<file path="src/rtl/jpeg_dec_tb_pkg.sv">
// Shared definitions for the JPEG decoder block-stream generator.
// Holds the chroma-sampling and length-range encodings, the MCU length and
// component ID tables, the LFSR feedback mask and the blank/burst draw rules.
package jpeg_dec_tb_pkg;

  typedef enum logic [1:0] {
    Mode444  = 2'd0,
    Mode422  = 2'd1,
    Mode420  = 2'd2,
    ModeGray = 2'd3
  } chroma_mode_e;

  typedef enum logic [1:0] {
    RangeShort    = 2'd0,
    RangeLong     = 2'd1,
    RangeVeryLong = 2'd2,
    RangeFixed    = 2'd3
  } len_mode_e;

  // Right-shift Galois mask for x^32 + x^22 + x^2 + x + 1.
  localparam logic [31:0] LfsrPoly = 32'h8020_0003;

  localparam logic [15:0] BlankLongBase  = 16'd128;
  localparam logic [15:0] BlankVLongBase = 16'd1024;
  localparam logic [8:0]  BurstShortBase = 9'd1;
  localparam logic [8:0]  BurstLongBase  = 9'd33;
  localparam logic [8:0]  BurstVLongBase = 9'd129;

  // Codes 4-7 fall back to grayscale.
  function automatic chroma_mode_e decode_mode(input logic [2:0] m);
    chroma_mode_e r;
    r = m[2] ? ModeGray : chroma_mode_e'(m[1:0]);
    return r;
  endfunction

  function automatic logic [2:0] mcu_len(input chroma_mode_e m);
    logic [2:0] r;
    case (m)
      Mode444: r = 3'd3;
      Mode422: r = 3'd4;
      Mode420: r = 3'd6;
      default: r = 3'd1;
    endcase
    return r;
  endfunction

  // Luma blocks first, then Cb, then Cr within one MCU.
  function automatic logic [1:0] comp_id(input chroma_mode_e m, input logic [2:0] idx);
    logic [1:0] r;
    case (m)
      Mode444: r = idx[1:0];
      Mode422: r = (idx < 3'd2) ? 2'd0 : idx[1:0] - 2'd1;
      Mode420: r = (idx < 3'd4) ? 2'd0 : idx[1:0] + 2'd1;
      default: r = 2'd0;
    endcase
    return r;
  endfunction

  function automatic logic [31:0] fix_seed(input logic [31:0] s);
    return (s == 32'd0) ? 32'd1 : s;
  endfunction

  function automatic logic [15:0] blank_draw(input len_mode_e m, input logic [31:0] l,
                                             input logic [15:0] fixed_len);
    logic [15:0] r;
    case (m)
      RangeShort:    r = {13'd0, l[2:0]};
      RangeLong:     r = BlankLongBase + {9'd0, l[6:0]};
      RangeVeryLong: r = BlankVLongBase + {6'd0, l[9:0]};
      default:       r = fixed_len;
    endcase
    return r;
  endfunction

  function automatic logic [8:0] burst_draw(input len_mode_e m, input logic [31:0] l,
                                            input logic [7:0] fixed_len);
    logic [8:0] r;
    case (m)
      RangeShort:    r = BurstShortBase + {7'd0, l[1:0]};
      RangeLong:     r = BurstLongBase + {4'd0, l[4:0]};
      RangeVeryLong: r = BurstVLongBase + {2'd0, l[6:0]};
      default:       r = (fixed_len == 8'd0) ? 9'd1 : {1'b0, fixed_len};
    endcase
    return r;
  endfunction

endpackage

</file>
<file path="src/rtl/jpeg_dec_lfsr32.sv">
// 32-bit Galois LFSR.
// Ports: iCLK/iRSTN clock and async active-low reset; en steps the register;
// load copies seed in (takes priority over en); state is the current value.
module jpeg_dec_lfsr32
  import jpeg_dec_tb_pkg::*;
#(
  parameter logic [31:0] ResetVal = 32'h1
) (
  input  logic        iCLK,
  input  logic        iRSTN,
  input  logic        en,
  input  logic        load,
  input  logic [31:0] seed,
  output logic [31:0] state
);

  logic [31:0] state_q;

  always_ff @(posedge iCLK or negedge iRSTN) begin
    if (!iRSTN) begin
      state_q <= ResetVal;
    end else if (load) begin
      state_q <= seed;
    end else if (en) begin
      state_q <= state_q[0] ? ((state_q >> 1) ^ LfsrPoly) : (state_q >> 1);
    end
  end

  assign state = state_q;

endmodule

</file>
<file path="src/rtl/jpeg_dec_blk_stream_gen.sv">
// Block-stream generator: replays samples from an external memory as
// 2^BLK_LOG2-sample blocks in blank/burst patterns, tagging each block with
// its component ID and honouring downstream backpressure.
// Ports: iSTART/iBLOCKS/iMODE/iBLANK_*/iBURST_* run configuration (captured
// at start); oMEM_ADDR/iMEM_DAT memory read; oPO_EN/iPO_RDY/oPO handshake and
// data; oPO_DC/oPO_LAST first/last sample flags; oPO_ID component ID;
// oBUSY run in progress; oDONE end-of-run pulse.
module jpeg_dec_blk_stream_gen
  import jpeg_dec_tb_pkg::*;
#(
  parameter int unsigned DW        = 12,
  parameter int unsigned BLK_LOG2  = 6,
  parameter int unsigned AW        = 22,
  parameter logic [31:0] LFSR_SEED = 32'hACE11234
) (
  input  logic          iCLK,
  input  logic          iRSTN,
  input  logic          iSTART,
  input  logic [31:0]   iBLOCKS,
  input  logic [2:0]    iMODE,
  input  logic [1:0]    iBLANK_MOD,
  input  logic [15:0]   iBLANK_VAL,
  input  logic [1:0]    iBURST_MOD,
  input  logic [7:0]    iBURST_VAL,
  output logic [AW-1:0] oMEM_ADDR,
  input  logic [DW-1:0] iMEM_DAT,
  output logic          oPO_EN,
  input  logic          iPO_RDY,
  output logic [DW-1:0] oPO,
  output logic          oPO_DC,
  output logic          oPO_LAST,
  output logic [1:0]    oPO_ID,
  output logic          oBUSY,
  output logic          oDONE
);

  typedef enum logic [1:0] {StIdle, StBlank, StBurst, StDone} state_e;

  localparam logic [BLK_LOG2-1:0] CntMax    = '1;
  localparam logic [31:0]         SeedFixed = fix_seed(LFSR_SEED);

  state_e              state_q;
  chroma_mode_e        mode_q;
  len_mode_e           blank_mode_q, burst_mode_q;
  logic [15:0]         blank_val_q, blank_cnt_q;
  logic [7:0]          burst_val_q;
  logic [8:0]          burst_cnt_q;
  logic [31:0]         blocks_left_q;
  logic [AW-1:0]       addr_q;
  logic [BLK_LOG2-1:0] cnt_q;
  logic [2:0]          mcu_idx_q;
  logic                en_q, busy_q, done_q;
  logic [31:0]         lfsr;
  logic                xfer;
  logic [2:0]          mcu_last;

  assign xfer     = en_q & iPO_RDY;
  assign mcu_last = mcu_len(mode_q) - 3'd1;

  jpeg_dec_lfsr32 #(
    .ResetVal(SeedFixed)
  ) u_lfsr (
    .iCLK (iCLK),
    .iRSTN(iRSTN),
    .en   (state_q != StIdle),
    .load ((state_q == StIdle) && iSTART),
    .seed (SeedFixed),
    .state(lfsr)
  );

  always_ff @(posedge iCLK or negedge iRSTN) begin
    if (!iRSTN) begin
      state_q       <= StIdle;
      mode_q        <= Mode444;
      blank_mode_q  <= RangeShort;
      burst_mode_q  <= RangeShort;
      blank_val_q   <= '0;
      burst_val_q   <= '0;
      blank_cnt_q   <= '0;
      burst_cnt_q   <= '0;
      blocks_left_q <= '0;
      addr_q        <= '0;
      cnt_q         <= '0;
      mcu_idx_q     <= '0;
      en_q          <= 1'b0;
      busy_q        <= 1'b0;
      done_q        <= 1'b0;
    end else begin
      done_q <= 1'b0;
      unique case (state_q)
        StIdle: begin
          if (iSTART) begin
            mode_q        <= decode_mode(iMODE);
            blank_mode_q  <= len_mode_e'(iBLANK_MOD);
            burst_mode_q  <= len_mode_e'(iBURST_MOD);
            blank_val_q   <= iBLANK_VAL;
            burst_val_q   <= iBURST_VAL;
            blocks_left_q <= iBLOCKS;
            addr_q        <= '0;
            cnt_q         <= '0;
            mcu_idx_q     <= '0;
            busy_q        <= 1'b1;
            if (iBLOCKS == 32'd0) begin
              state_q <= StDone;
              done_q  <= 1'b1;
            end else begin
              state_q <= StBlank;
              // The LFSR is being reloaded this edge, so draw from the seed itself.
              blank_cnt_q <= blank_draw(len_mode_e'(iBLANK_MOD), SeedFixed, iBLANK_VAL);
            end
          end
        end
        StBlank: begin
          // Lengths 0 and 1 both give a single blank cycle.
          if (blank_cnt_q <= 16'd1) begin
            state_q     <= StBurst;
            en_q        <= 1'b1;
            burst_cnt_q <= burst_draw(burst_mode_q, lfsr, burst_val_q);
          end else begin
            blank_cnt_q <= blank_cnt_q - 16'd1;
          end
        end
        StBurst: begin
          if (xfer) begin
            addr_q <= addr_q + 1'b1;
            cnt_q  <= cnt_q + 1'b1;
            if (cnt_q == CntMax) begin
              blocks_left_q <= blocks_left_q - 32'd1;
              burst_cnt_q   <= burst_cnt_q - 9'd1;
              mcu_idx_q     <= (mcu_idx_q == mcu_last) ? 3'd0 : mcu_idx_q + 3'd1;
              // Run end wins over burst end.
              if (blocks_left_q == 32'd1) begin
                state_q <= StDone;
                en_q    <= 1'b0;
                done_q  <= 1'b1;
              end else if (burst_cnt_q == 9'd1) begin
                state_q     <= StBlank;
                en_q        <= 1'b0;
                blank_cnt_q <= blank_draw(blank_mode_q, lfsr, blank_val_q);
              end
            end
          end
        end
        StDone: begin
          state_q <= StIdle;
          busy_q  <= 1'b0;
        end
        default: state_q <= StIdle;
      endcase
    end
  end

  assign oMEM_ADDR = addr_q;
  assign oPO       = iMEM_DAT;
  assign oPO_EN    = en_q;
  assign oPO_DC    = en_q & (cnt_q == '0);
  assign oPO_LAST  = en_q & (cnt_q == CntMax);
  assign oPO_ID    = comp_id(mode_q, mcu_idx_q);
  assign oBUSY     = busy_q;
  assign oDONE     = done_q;

endmodule
</file>
<file path="config.mk">
export PLATFORM = sky130hd
export DESIGN_NAME = jpeg_dec_blk_stream_gen
export DESIGN_NICKNAME = d
export VERILOG_FILES = /design/src/rtl/jpeg_dec_tb_pkg.sv /design/src/rtl/jpeg_dec_lfsr32.sv /design/src/rtl/jpeg_dec_blk_stream_gen.sv
export SDC_FILE = /design/constraint.sdc
export NUM_CORES = 1
export LEC_CHECK = 0
export BUFFER_PORTS_ARGS = -buffer_cell sky130_fd_sc_hd__buf_2
export CAP_MARGIN = 20
export CELL_PAD_IN_SITES_DETAIL_PLACEMENT = 1
export CELL_PAD_IN_SITES_GLOBAL_PLACEMENT = 2
export CORE_AREA = 2 2 153 155
export DETAILED_ROUTE_END_ITERATION = 16
export DIE_AREA = 0 0 155 157
export GPL_TIMING_DRIVEN = 1
export PLACE_DENSITY_LB_ADDON = 0.1
export REMOVE_ABC_BUFFERS = 1
export SLEW_MARGIN = 20
export SYNTH_ARGS = -nofsm -noshare
export SYNTH_HDL_FRONTEND = slang
export SYNTH_SLANG_ARGS = --single-unit
</file>
<file path="constraint.sdc">
create_clock -name iCLK -period 6.8 [get_ports iCLK]
set_input_delay 1.02 -clock iCLK [delete_from_list [all_inputs] [get_ports iCLK]]
set_output_delay 1.02 -clock iCLK [all_outputs]
set_load 0.02 [all_outputs]
</file>
* After elaboration in Yosys (flattened, before gate mapping)
Cells that the tools add are included.
** Word-level totals
- Output and inout bits :: 41
- Register bits :: 155
- Word-level logic and storage cells :: 145
- Input bits :: 79
** Operators by class
- Bitwise logic cells :: 4
- Reductions and logical operators :: 23
- Muxes and demuxes :: 61
- Eq/ne operators :: 24
- Add/subtract/negate cells :: 14
- $lt $le $gt $ge :: 3
** Operators with widths (number)
- $mux W32 :: 6
- $pmux W16 S3 :: 3
- $mux W16 :: 7
- $pmux W32 S2 :: 1
- $mux W22 :: 2
- $pmux W22 S2 :: 1
- $eq A32 B1 Y1 const B :: 1
- $logic_not A32 Y1 :: 1
- $sub A32 B1 Y32 const B :: 1
- $mux W9 :: 3
- $pmux W9 S3 :: 1
- $add A22 B1 Y22 const B :: 1
- $mux W2 :: 10
- $add A8 B7 Y9 const A :: 2
- $pmux W9 S2 :: 1
- $le A16 B1 Y1 const B :: 1
- $ne A2 B2 Y1 const B :: 8
- $sub A16 B1 Y16 const B :: 1
- $add A11 B10 Y12 const A :: 1
- $eq A2 B2 Y1 const B :: 6
- $mux W3 :: 4
- $mux W6 :: 2
- $pmux W6 S2 :: 1
- $mux W1 :: 11
- 34 further kinds :: 53

* Depth between registers and ports, before layout
- Word-level depth :: 8
- Depth in mapped cells :: 11
- Gate-level depth less buffers :: 8

* Modules after synthesis
Synthesis repeated with hierarchy kept, for this count alone.
** Unflattened totals
- Cell total of the unflattened synthesis :: 997
- Area, all modules :: 9131.3 sq um
** By module, submodules not included
- jpeg_dec_blk_stream_gen :: instances 1, seq. area each 3078.0 sq um, area an instance 7586.0 sq um, cells each 854
- jpeg_dec_lfsr32 :: instances 1, seq. area each 817.0 sq um, area an instance 1545.2 sq um, cells each 143

* Worst setup path before layout
Ideal clock, no wire load.
- Kind :: input-to-reg
- Start :: in iSTART
- End :: reg blocks_left_q[25]
- Arrival :: 2.646 ns
- Cell stages on the path :: 9
- Data required time :: 6.663 ns
- Path buffers :: 3
- Path slack :: 4.017 ns
- Library setup time :: 0.137 ns
- Path through :: nor2b_1 -> clkbuf_1 -> or3_1 -> clkbuf_1 -> a21oi_1 -> clkbuf_1 -> nand2_1 -> mux2i_1 -> a21oi_1
** On the way
- Longest elaborated chain between the ends :: 2
** RTL lines
- start: declaration :: RTL line jpeg_dec_blk_stream_gen.sv:18 : input logic iSTART,
- $ne A2 B2 Y1 (no source line)
- $reduce_and A4 Y1 (no source line)
- end signal: assignment :: RTL line jpeg_dec_blk_stream_gen.sv:98 : blocks_left_q <= iBLOCKS;
- end signal: assignment :: RTL line jpeg_dec_blk_stream_gen.sv:128 : blocks_left_q <= blocks_left_q - 32'd1;
- end: declaration :: RTL line jpeg_dec_blk_stream_gen.sv:48 : logic [31:0] blocks_left_q;
No other way between the ends.
A chain may end at the register's enable or synchronous reset.

* Worst setup path after layout
- Start :: reg state_q[0]
- End :: reg blank_cnt_q[2]
** On the way
- Longest elaborated chain between the ends :: 3
- Elaborated cells on any way between the ends :: 13
- Those cells by class :: eq/ne (9); mux (1); reduce/logical (3)
** RTL lines
- start: declaration :: RTL line jpeg_dec_blk_stream_gen.sv:42 : state_e state_q;
- start signal: assignment :: RTL line jpeg_dec_blk_stream_gen.sv:73 : state_q <= StIdle;
- start signal: assignment :: RTL line jpeg_dec_blk_stream_gen.sv:104 : state_q <= StDone;
- start signal: assignment :: RTL line jpeg_dec_blk_stream_gen.sv:107 : state_q <= StBlank;
- $eq A2 B2 Y1, or another cell as far along :: RTL line jpeg_dec_blk_stream_gen.sv:90 : unique case (state_q)
- $ne A2 B2 Y1 (no source line) / $reduce_bool A3 Y1 (equally long branches)
- $reduce_and A8 Y1 (no source line)
- end signal: assignment :: RTL line jpeg_dec_blk_stream_gen.sv:109 : blank_cnt_q <= blank_draw(len_mode_e'(iBLANK_MOD), SeedFixed, iBLANK_VAL);
- end signal: assignment :: RTL line jpeg_dec_blk_stream_gen.sv:120 : blank_cnt_q <= blank_cnt_q - 16'd1;
- end signal: assignment :: RTL line jpeg_dec_blk_stream_gen.sv:139 : blank_cnt_q <= blank_draw(blank_mode_q, lfsr, blank_val_q);
- end: declaration :: RTL line jpeg_dec_blk_stream_gen.sv:45 : logic [15:0] blank_val_q, blank_cnt_q;
Several ways; a longest one is shown, not always the timed one.

==> flow_metrics.py <==
metrics = {
    "run_status": {
        "status": "finished, final reports clean",
    },
    "route": {
        "wl_per_cell_um": 19.0,
        "initialDrtViolationCount": 243,
        "drc_errors": 0,
        "via_count": 7352,
        "via_per_inst": 5.67,
        "drtAntennaViolNets": 0,
        "first_pass_iters": 4,
        "wl_um": 24600,
    },
    "place": {
        "finalWeightedCongestion": 0.762,
        "dp.cells": 1264,
        "dp_hpwl_um": 17100,
        "placement.io_buffers": 95,
        "placed_cell_area_sq_um": 9300,
    },
    "clock_network": {
        "cts_buffers": 17,
        "cts_root_buf": "clkbuf_16",
        "cts_max_level": 4,
        "clk_pin_slew_worst_paths_ns": 0.06,
        "clockBufferDepth": 2,
        "cts_tree": "done",
        "post_cts_buffers": 0,
        "cts_sinks": 155,
        "hold_buffers": 0,
        "clock_latency_ns": 0.43,
        "cts_resized": 0,
    },
    "layout": {
        "nets": 1100,
        "final_common_cell": "dfrtp_1",
        "final_area_sq_um": 9960,
        "n_antenna_cell": 0,
        "utilization": 0.442,
        "fin_cells": 1296,
        "syn_to_final_growth_pct": 14.8,
        "final_cell_mix": "dfrtp_1 (142), buf_2 (94), nor2_1 (84), nand2_1 (77), a21oi_1 (61)",
        "drive_gt1_frac": 0.188,
    },
    "global_routing": {
        "grt_pass1_vias": 7512,
        "grt_pass1_wl_um": 40700,
        "antenna_found_initial": 0,
        "grt_max_degree": 82,
        "gr-total-overflow": 0,
        "grt.total_usage": 0.209,
    },
    "logic_synthesis": {
        "yosys_warnings": 0,
        "seq_area_frac_synth": 0.449,
        "ys_ff_latch": 155,
        "synthArstFlopShare": 1.00,
        "synth_largest_area_cell": "dfrtp_1",
        "yosysUniqueCellTypes": 65,
        "netlist_instances": 935,
        "synth_top_area_frac": 0.410,
        "synth_edf_count": 0,
        "syn_area_per_cell_sq_um": 9.28,
        "ys_top_cells_by_area": "dfrtp_1 (41%), mux2_2 (4.5%), dfstp_2 (3.9%)",
        "ys.flop_type": "dfrtp_1",
        "syn_area_sq_um": 8680,
    },
    "setup_path": {
        "required_ns": 7.10,
        "critPathMaxFanout": 43,
        "start_kind": "flip-flop",
        "worstSetupPathType": "flip-flop to flip-flop",
        "endpoint_kind": "flip-flop",
        "arrival_ns": 3.70,
    },
    "power_and_ir_drop": {
        "leakagePower_nw": 4.28,
        "power_mw": 2.47,
        "irDropWorstVdd_mv": 0.181,
        "power.density_nw_per_um2": 248,
    },
    "sta": {
        "skew_ns": 0.0142,
        "final-max-slew-violation-count": 0,
        "tightest_slew_ns": 1.04,
        "fmax_mhz": 295,
        "slew-limit-headroom": 0.295,
        "setup_violations": 0,
        "setup_tns_ns": 0,
        "period_minus_slack_ns": 3.40,
        "rsz0062_at_grt": "no",
        "hold_viol": 0,
        "fin_crit_sh": 0.499,
    },
    "floorplan": {
        "dieWidth_um": 155,
        "die_y_um": 157,
        "die_area_sq_um": 24300,
        "io_pins": 120,
        "initial_utilization": 0.386,
        "rows": 55,
        "design.core.area_sq_um": 22500,
    },
    "hold_path": {
        "hold_path.class": "flip-flop to flip-flop",
    },
    "job": {
        "drv_cap": 0,
    },
}
synthesized netlist by cell type (3+ instances only):
cell	number
mux2i_1	25
a22o_1	9
nand2_1	77
xnor2_1	12
inv_1	36
xor2_1	24
ha_1	23
o2bb2ai_1	5
o32ai_1	3
and3_1	11
nor3_1	33
o21ai_0	54
dfstp_2	13
nand4_1	12
o22ai_1	43
o22a_1	5
a221oi_1	3
nor2b_1	6
nand3_1	40
nor4_1	20
nor2_1	85
o31ai_1	11
a21o_1	3
nor3b_1	4
a311oi_1	3
mux2_2	35
buf_4	12
clkbuf_1	42
and2_1	5
or3_1	12
a22oi_1	8
a21oi_1	62
dfrtp_1	142
a32oi_1	3
or4_1	3
nor4b_1	3
nand2b_1	4
a211oi_1	8
and4_1	3
per-layer routing:
metal / track usage / wire, um / up-vias
met1: 0.292 / 12000 / 3684
li1: - / - / 3526
met5: 0 / 0 / -
met4: 0.0450 / 221 / 0
met2: 0.342 / 11600 / 121
met3: 0.0355 / 814 / 21
sequential cells by signal, summed over array words and instances, names as in the netlist:
signal	count
oDONE	1
burst_mode_q	2
burst_val_q	8
state_q	2
burst_cnt_q	9
oBUSY	1
blocks_left_q	32
blank_cnt_q	16
cnt_q	6
u_lfsr.state	32
blank_val_q	16
mode_q	2
oMEM_ADDR	22
oPO_EN	1
blank_mode_q	2
mcu_idx_q	3
final cells by class:
type | instances | area (sq um)
clock buffer | 22 | 464
clock inverter | 10 | 188
fill | 2626 | 12500
inverter | 37 | 139
multi-input combinational | 684 | 4370
sequential | 155 | 3890
tap | 285 | 357
timing repair buffer | 103 | 542
final timing paths:
kind / from / endpoint / slack [ns] / cells past startpoint
setup / recovery: state_q[0] / blank_cnt_q[2] / 3.40 / 8
hold / removal: u_lfsr.state[16] / u_lfsr.state[16] / 0.48 / 2
setup reg to reg: state_q[0] / blank_cnt_q[2] / 3.40 / 8
hold reg to reg: u_lfsr.state[16] / u_lfsr.state[16] / 0.48 / 2
max in group asynchronous: iRSTN / blank_cnt_q[3] / 4.68 / 2
min in group asynchronous: iRSTN / blocks_left_q[16] / 0.58 / 1
report_power, final:
part           internal [mW]  leakage, nW  total, mW  switching, mW
registers               1.05         1.82       1.15         0.0974
clock network          0.673        0.311       1.07          0.397
logic                  0.128         2.15      0.252          0.124
kinds of logic (layout without fill, tap and decap cells):
kind of cell,after synthesis,count (layout),synth area share
compound gates,237,237,0.173
xor+xnor,36,36,0.0363
fa+ha+maj,24,24,0.0343
buf+inv,96,172,0.0496
flops,155,155,0.449
mux,60,60,0.0743
simple gates,327,327,0.184
through the flow:
step / hold slack [ns] / setup slack (ns)
after floorplan: 0.446 / 1.99
after global placement: 0.458 / 3.07
after detailed placement: 0.469 / 3.07
after CTS: 0.480 / 3.39
after global routing: 0.504 / 3.21
final: 0.476 / 3.40
worst max-delay path, cell delays in order (launching register included):
cell and delay, ns:
dfrtp_1 0.40, inv_1 0.12, ha_2 0.45, buf_4 0.53
nand3b_1 0.13, or4_4 0.49, o31ai_4 0.16, or2_1 0.60
mux2_2 0.40
Power figures use the tool's default switching activity.
